--- config.mk ---
export PLATFORM = sky130hd
export DESIGN_NAME = multu_unit
export DESIGN_NICKNAME = d
export VERILOG_FILES = /design/src/rtl/multu_unit_pkg.sv /design/src/rtl/multu_datapath.sv /design/src/rtl/multu_unit.sv
export SDC_FILE = /design/constraint.sdc
export NUM_CORES = 1
export LEC_CHECK = 0
export ABC_AREA = 1
export BUFFER_PORTS_ARGS = -buffer_cell sky130_fd_sc_hd__buf_4
export CORE_MARGIN = 2
export CORE_UTILIZATION = 34
export CTS_BUF_LIST = sky130_fd_sc_hd__clkbuf_2
export CTS_CLUSTER_DIAMETER = 120
export DETAILED_ROUTE_END_ITERATION = 10
export PLACE_DENSITY = 0.56
export SLEW_MARGIN = 20
export SYNTH_ARGS = -nofsm -noshare
export SYNTH_HDL_FRONTEND = slang
export SYNTH_SLANG_ARGS = --single-unit
--- constraint.sdc ---
create_clock -name clk -period 5.5 [get_ports clk]
set_clock_uncertainty 0.15 [all_clocks]
set_input_delay 1.1 -clock clk [delete_from_list [all_inputs] [get_ports clk]]
set_output_delay 1.1 -clock clk [all_outputs]
set_load 0.03 [all_outputs]
--- src/rtl/multu_unit_pkg.sv ---
// rtl/multu_unit_pkg.sv - shared funct codes, sizes and FSM state encoding for multu_unit
package multu_unit_pkg;

    localparam int MULT_WIDTH = 32;
    localparam int MULT_CNT_W = 6;

    localparam logic [5:0] MULTU = 6'b011001;
    localparam logic [5:0] MFHI  = 6'b010000;
    localparam logic [5:0] MFLO  = 6'b010010;

    // 2'd3 is unused; the FSM treats it as IDLE.
    typedef enum logic [1:0] {
        IDLE = 2'd0,
        RUN  = 2'd1,
        FIN  = 2'd2
    } state_t;

endpackage

--- src/rtl/multu_datapath.sv ---
// rtl/multu_datapath.sv - shift-add multiplier registers (mcand/mplier/prod) with load/step control
//
// Ports:
//   clk, rst     clock, asynchronous active-low reset
//   load         capture operands and clear the product
//   step         one shift-add iteration
//   a, b         multiplicand / multiplier operands
//   prod         running 2*WIDTH-bit product
module multu_datapath #(
    parameter int WIDTH = 32
) (
    input  logic               clk,
    input  logic               rst,
    input  logic               load,
    input  logic               step,
    input  logic [WIDTH-1:0]   a,
    input  logic [WIDTH-1:0]   b,
    output logic [2*WIDTH-1:0] prod
);

    logic [2*WIDTH-1:0] mcand;
    logic [WIDTH-1:0]   mplier;

    always_ff @(posedge clk or negedge rst) begin
        if (!rst) begin
            mcand  <= '0;
            mplier <= '0;
            prod   <= '0;
        end else if (load) begin
            mcand  <= {{WIDTH{1'b0}}, a};
            mplier <= b;
            prod   <= '0;
        end else if (step) begin
            // Carry out of the top bit is dropped; it cannot occur for WIDTH x WIDTH.
            if (mplier[0]) begin
                prod <= prod + mcand;
            end
            mcand  <= mcand << 1;
            mplier <= mplier >> 1;
        end
    end

endmodule

--- src/rtl/multu_unit.sv ---
// rtl/multu_unit.sv - multi-cycle unsigned multiplier with HI/LO registers for the EX stage
//
// Ports:
//   clk, rst     clock, asynchronous active-low reset
//   dataA, dataB multiplicand (rs) / multiplier (rt)
//   Signal       funct code from ID/EX
//   valid        ID/EX holds a real instruction
//   dataOut      HI on MFHI, LO on MFLO, else 0
//   busy         multiply in progress (RUN or FIN)
//   done         one-cycle pulse while HI/LO load the new product
module multu_unit
    import multu_unit_pkg::*;
#(
    parameter int WIDTH = MULT_WIDTH,
    parameter int CNT_W = MULT_CNT_W
) (
    input  logic             clk,
    input  logic             rst,
    input  logic [WIDTH-1:0] dataA,
    input  logic [WIDTH-1:0] dataB,
    input  logic [5:0]       Signal,
    input  logic             valid,
    output logic [WIDTH-1:0] dataOut,
    output logic             busy,
    output logic             done
);

    state_t             state;
    state_t             next_state;
    logic [CNT_W-1:0]   count;
    logic [WIDTH-1:0]   hi;
    logic [WIDTH-1:0]   lo;
    logic [2*WIDTH-1:0] prod;
    logic               load;
    logic               step;

    multu_datapath #(.WIDTH(WIDTH)) u_datapath (
        .clk  (clk),
        .rst  (rst),
        .load (load),
        .step (step),
        .a    (dataA),
        .b    (dataB),
        .prod (prod)
    );

    always_ff @(posedge clk or negedge rst) begin
        if (!rst) begin
            state <= IDLE;
        end else begin
            state <= next_state;
        end
    end

    // IDLE is also the fall-through for the unused encoding, so a stray
    // state recovers on the next edge and can still accept a MULTU.
    always_comb begin
        next_state = IDLE;
        load       = 1'b0;
        step       = 1'b0;
        case (state)
            RUN: begin
                step       = 1'b1;
                next_state = (count == CNT_W'(WIDTH - 1)) ? FIN : RUN;
            end
            FIN: begin
                next_state = IDLE;
            end
            default: begin
                if (valid && (Signal == MULTU)) begin
                    load       = 1'b1;
                    next_state = RUN;
                end
            end
        endcase
    end

    always_ff @(posedge clk or negedge rst) begin
        if (!rst) begin
            count <= '0;
        end else if (load) begin
            count <= '0;
        end else if (step) begin
            count <= count + 1'b1;
        end
    end

    always_ff @(posedge clk or negedge rst) begin
        if (!rst) begin
            hi <= '0;
            lo <= '0;
        end else if (state == FIN) begin
            hi <= prod[2*WIDTH-1:WIDTH];
            lo <= prod[WIDTH-1:0];
        end
    end

    assign busy = (state == RUN) || (state == FIN);
    assign done = (state == FIN);

    always_comb begin
        dataOut = '0;
        if (Signal == MFHI) begin
            dataOut = hi;
        end else if (Signal == MFLO) begin
            dataOut = lo;
        end
    end

endmodule

==> results.toml, run 1 <==
[clocking]
cts_buffer_depth = 3
hold_buffers = 1
ctsResizeCount = 0
cts_max_level = 3
clkTransAtPathRegs_ns = 0.10
cts_root_buffer = "clkbuf_2"
cts_tree = "yes"
clock_latency_ns = 0.92
cts-buffers-inserted = 68
cts_setup_buffers = 0
cts_sinks = 232

[floorplanning]
die_w_um = 217
dieArea_mm2 = 0.0472
die_h_um = 217
rows = 78
start_util = 0.343
core_mm2 = 0.0451
top_level_ports = 107

[worst_setup_path]
path_class = "primary input to primary output"
start_kind = "primary input"
cp.required_ns = 4.25
cp.arrival_ns = 2.69
end_kind = "primary output"
critPathMaxFanout = 21

[sta]
rsz0062_at_grt = "false"
worst_pin_slew_ns = 1.07
hold_viol = 0
slew_violations = 0
setup_viol = 0
max_freq_mhz = 254
min_period_ns = 3.94
fin_ws_ns = 1.56
relSlewSlack = 0.288
tns_ns = 0
fin_crit_sh = 0.717

[detailed_routing]
wl_per_cell_um = 16.1
avgViaCountPerCell = 4.81
ant_nets = 0
detail_route.wirelength_um = 50200
vias = 15000
dr.pass1.iters = 7
drt_iter0_drc = 1151
drc = 0

[yosys]
ys_ff_latch = 232
ys_types = 39
synth_area_mm2 = 0.0155
ys_warn_count = 0
syn_avg_cell_area_um2 = 6.55
synth_seq_area_share = 0.376
synthesis.nets = 2501
synth_edf_count = 0
netlist_instances = 2361
ys.flop_type = "dfrtp_1"
ys_async_sr_fraction = 1.00

[final_layout]
drive_gt1_frac = 0.107
finalNetCount = 2619
final_common_cell = "nand2_1"
area_delta_synth_final_pct = 12.4
fill_cells = 4939
final_cell_mix = "887 x nand2_1, 445 x inv_1, 232 x dfrtp_1, 173 x o21ai_0, 116 x buf_4"

[power_and_ir_drop]
p_leak_nw = 9.52
power_density_mw_per_mm2 = 574
worst_ir_drop_vdd_v = 0.000159

[placement]
dp_hpwl_um = 38500
gp_congestion = 0.940
numPortBuffers = 106
pre_cts_slack_ns = 1.57

[global_routing]
grt_first_pass_wirelength_um = 79800
met3_usage = 0.0419
antenna_found_initial = 1
grt.busiest_layer = "met2"
grt_util_met2 = 0.327
grt_pass1_vias = 14400
overflow = 0
grt_usage = 0.219
met1_usage = 0.316
grt_max_degree = 106

[status]
status = "complete, no violations"

[min_path]
hp-class = "primary input to flop"

[flow_run]
drv_cap = 0
critical path, cell delays in order:
cell and delay [ns]:
buf_4 0.11, or2_4 0.26, nor2_1 0.09, nand2_1 0.32, buf_4 0.37, o22ai_1 0.23
buf_4 0.20
power by group:
part	total, mW	leakage (nW)	internal (mW)	switching [mW]
Sequential	2.97	2.93	2.34	0.626
Clock	1.30	0.435	0.544	0.751
Combinational	5.72	6.16	1.82	3.89
registers in the layout, indices dropped and copies added (netlist names):
signal	cells
u_datapath.mcand	64
u_datapath.prod	64
hi	32
lo	32
u_datapath.mplier	32
count	6
state	2
cell usage after synthesis (4+ instances only):
cell | instances | share of area
nor2_2 | 8 | 0.0032
o21ai_1 | 15 | 0.0049
nand4_1 | 7 | 0.0028
o21ai_0 | 173 | 0.056
nor3_1 | 16 | 0.0052
clkbuf_1 | 39 | 0.0095
buf_2 | 21 | 0.0068
o311ai_0 | 16 | 0.0091
ha_1 | 66 | 0.053
nand3_1 | 112 | 0.036
a21oi_1 | 95 | 0.031
nor3_2 | 4 | 0.0026
nand2_1 | 887 | 0.22
nand2_2 | 10 | 0.0040
o211ai_1 | 15 | 0.0073
buf_4 | 5 | 0.0024
a32o_1 | 5 | 0.0032
or2_2 | 9 | 0.0036
inv_1 | 445 | 0.11
o22ai_1 | 32 | 0.013
dfrtp_1 | 232 | 0.38
inv_2 | 9 | 0.0022
nand3_2 | 6 | 0.0039
nor2_1 | 108 | 0.026
area by class of cell:
cell class	count	area, µm²	share of cell area
clock inverter	9	90.1	0.00519
sequential	232	5810	0.334
tap	600	751	0.0432
timing repair buffer	119	916	0.0527
multi-input combinational	1601	7620	0.438
inverter	457	1720	0.0987
antenna	1	2.50	0.000144
clock buffer	95	475	0.0274
kinds of logic (layout without fill, tap and decap cells):
kind of cell | count (synthesis) | count (layout) | share of synthesized area
buffers and inverters | 528 | 680 | 0.133
XOR/XNOR | 4 | 4 | 0.00227
adder cells (fa/ha/maj) | 67 | 67 | 0.0547
other | 0 | 1 | 0
AND/OR/NAND/NOR | 1175 | 1175 | 0.309
flip-flops | 232 | 232 | 0.376
AO/OA/AOI/OAI | 355 | 355 | 0.126
metrics by stage:
step / hold slack, ns / power, mW / cells / utilization / cell area [µm²]
6_report: 0.249 / 9.98 / 3114 / 0.385 / 17400
5_1_grt: 0.148 / 11.0 / 3114 / 0.385 / 17400
4_1_cts: 0.122 / 9.98 / 3113 / 0.385 / 17400
3_5_place_dp: 0.349 / 8.63 / 3008 / 0.372 / 16800
3_3_place_gp: 0.342 / 8.58 / 3008 / 0.372 / 16800
2_1_floorplan: 0.327 / 6.79 / 2361 / - / 15500
final timing paths:
kind	from	endpoint	slack (ns)	cells after the start
min in group asynchronous	rst	u_datapath.mcand[46]$_DFFE_PN0P_	0.56	2
hold / removal	dataA[4]	u_datapath.mcand[4]$_DFFE_PN0P_	0.25	3
hold reg to reg	u_datapath.mplier[1]$_DFFE_PN0P_	u_datapath.mplier[1]$_DFFE_PN0P_	0.37	2
setup reg to reg	state[0]$_DFF_PN0_	u_datapath.prod[10]$_DFFE_PN0P_	2.19	8
setup / recovery	Signal[5]	dataOut[16]	1.56	7
max in group asynchronous	rst	u_datapath.mcand[63]$_DFFE_PN0P_	3.49	3
layer usage:
metal  vias to the layer above  part of all wire
li1                       7568                 -
met1                      6928              0.49
met2                       403              0.43
met3                        66             0.062
met4                         0             0.021
met5                         -                 0
Note: power is estimated with default switching activity, not from simulation.
==> run 2, diff against run 1 <==
- ABC_AREA: 1 -> 0
- PLACE_DENSITY: 0.56 -> 0.58
- clock period: 5.5 -> 3.54 ns (I/O delays scaled with it)
==> run 2 against run 1 <==
- via count shrank 25%
- critical path depth grew 5
- die area shrank 12%
- critical endpoint is now u_datapath.prod[63]$_DFFE_PN0P_
- first-iteration DRC count shrank 47%
==> results.toml, run 2 <==
[worst_setup_path]
r2r-end = "u_datapath.prod[63]$_DFFE_PN0P_"
cp.required_ns = 4.23
end_kind = "flop"
path_class = "flop to flop"
start_kind = "flop"
setup.worst_path.start = "u_datapath.mcand[1]$_DFFE_PN0P_"
cp.arrival_ns = 4.04
r2r_start = "u_datapath.mcand[1]$_DFFE_PN0P_"
critPathMaxFanout = 4
endpoint = "u_datapath.prod[63]$_DFFE_PN0P_"
reg2reg_slack_ns = 0.20
rr_worst_depth = 12

[sta]
min_period_ns = 3.34
tns_ns = 0
setup_viol = 0
relSlewSlack = 0.485
rsz0062_at_grt = "false"
worst_pin_slew_ns = 0.770
max_freq_mhz = 299
hold_viol = 0
fin_crit_sh = 0.945
slew_violations = 0

[floorplanning]
dieArea_mm2 = 0.0415
start_util = 0.343
top_level_ports = 107
die_w_um = 204
core_mm2 = 0.0395
die_h_um = 204
rows = 73

[power_and_ir_drop]
power_density_mw_per_mm2 = 671
p_leak_nw = 7.23
worst_ir_drop_vdd_v = 0.000274

[final_layout]
final_cell_mix = "232 x dfrtp_1, 177 x a21oi_1, 168 x nor2_1, 135 x nand2_1, 129 x mux2i_1"
largestRegisters = "u_datapath.mcand (64), u_datapath.prod (64)"
finalNetCount = 1746
drive_gt1_frac = 0.192
fin_cells = 2179
area_delta_synth_final_pct = 19.8
final_common_cell = "dfrtp_1"
utilization = 0.411

[clocking]
clock_latency_ns = 0.94
clkTransAtPathRegs_ns = 0.11
cts-buffers-inserted = 60
cts_buffer_depth = 3
cts_tree = "yes"
cts_root_buffer = "clkbuf_2"
cts_sinks = 232
cts_max_level = 2

[min_path]
hp-class = "primary input to flop"

[yosys]
synth_top_cell_by_area = "dfrtp_1"
ys_types = 65
synth-xor-area-share = 0.0400
ys_warn_count = 0
synth_adder_area_share = 0.0623
netlist_instances = 1436
synth_compound_gate_area_share = 0.155
ys_ff_latch = 232
synth-simple-area-share = 0.135
ys.flop_type = "dfrtp_1"
synth_seq_area_share = 0.428
synthTopCellsByArea = "dfrtp_1 43%, mux2i_1 9.5%, a21oi_1 6.6%, ha_1 6.1%, mux2_2 5.3%"
synth.area.mux_share = 0.148
synth.top_cells.by_count = "232 x dfrtp_1, 179 x a21oi_1, 168 x nor2_1, 136 x nand2_1, 129 x mux2i_1"
synth_top_family_by_area = "compound AO/OA/AOI/OAI gates"
synth_area_mm2 = 0.0136
ys_async_sr_fraction = 1.00
yosysMostFrequentCell = "dfrtp_1"
synthDominantCellAreaShare = 0.428
synthesis.nets = 1576
synth_edf_count = 0
syn_avg_cell_area_um2 = 9.45

[status]
status = "complete, no violations"

[global_routing]
antenna_found_initial = 1
grt_usage = 0.184
overflow = 0
grt_pass1_vias = 11400
grt_max_degree = 97
grt_first_pass_wirelength_um = 61300

[flow_run]
drv_cap = 0

[detailed_routing]
wl_per_cell_um = 17.3
drc = 0
drt_iter0_drc = 614
detail_route.wirelength_um = 37600
dr.pass1.iters = 7
vias = 11200
avgViaCountPerCell = 5.15
ant_nets = 0

[placement]
placedCellCount = 2004
numPortBuffers = 106
gp_congestion = 0.922
dp_hpwl_um = 26900
## run 2: changes by cell type after synthesis, sizes merged, moves of 36 or more
| cell | previous run | this run |
|---|---|---|
| nand2 | 898 | 137 |
| inv | 454 | 22 |
| o21ai | 188 | 54 |
| mux2i | 0 | 129 |
| nand3 | 118 | 31 |
| a21oi | 95 | 179 |
| mux2 | 0 | 64 |
| nor2 | 117 | 168 |
| clkbuf | 39 | 82 |
| xnor2 | 3 | 40 |
| a21o | 0 | 36 |
## run 2: layout make-up
type / count / area [µm²]
inverter: 22 / 82.6
tap: 525 / 657
sequential: 232 / 5810
fill: 3923 / 23300
timing repair buffer: 201 / 1770
clock buffer: 85 / 425
clock inverter: 23 / 116
multi-input combinational: 1089 / 7400
antenna: 2 / 5.00
## run 2: stage by stage
stage          hold WS (ns)  power [mW]  area, µm²  setup slack [ns]
2_1_floorplan         0.262        7.48      13600             0.412
3_3_place_gp          0.305        8.91      15000             0.217
3_5_place_dp          0.313        8.95      15000             0.153
4_1_cts              0.0244        11.0      16200             0.120
5_1_grt              0.0505        11.8      16300           0.00121
6_report              0.111        10.9      16300             0.195
## run 2: logic make-up (layout without fill, tap and decap cells)
logic type      Yosys count  in the layout
other cells               0              2
simple gates            419            419
flops                   232            232
mux                     193            193
fa+ha+maj                67             67
xor+xnor                 62             62
compound gates          348            348
buf+inv                 115            331
## run 2: where the power goes
part | switching (mW) | internal, mW
logic | 2.68 | 2.15
clock network | 1.16 | 0.723
registers | 0.755 | 3.43
total | 4.60 | 6.31
## run 2: what timing repair did
action / in CTS / in global routing
gates resized for setup: 0 / 5
endpoints found under the setup margin: 0 / 8
setup buffers: 0 / 0
endpoints found under the hold margin: 138 / 0
hold buffers: 65 / 0
## run 2: how the worst min path moves through the flow
stage,startpoint,endpoint,depth (start not counted)
global placement,count[5]$_DFFE_PN0P_,state[1]$_DFF_PN0_,1
finish,valid,state[0]$_DFF_PN0_,3
global route,valid,state[0]$_DFF_PN0_,3
CTS,valid,state[0]$_DFF_PN0_,3
detailed placement,count[5]$_DFFE_PN0P_,state[1]$_DFF_PN0_,1
floorplan,rst,count[0]$_DFFE_PN0P_,0
## run 2: worst max-delay path: stages (launching register included)
cell	delay [ns]
dfrtp_1	0.45
ha_1	0.32
a211oi_1	0.27
o21bai_1	0.18
a221oi_2	0.44
o31ai_4	0.15
nand3_1	0.13
nand2_1	0.11
a31o_2	0.28
a41oi_2	0.22
xor2_1	0.10
or3_1	0.31
a21oi_1	0.15
## run 2: per-layer routing
metal	share of wire	vias up	track usage
met5	0	-	0
met2	0.47	260	0.300
met1	0.47	5436	0.249
met3	0.045	66	0.0329
met4	0.022	0	0.0540
li1	-	5464	-
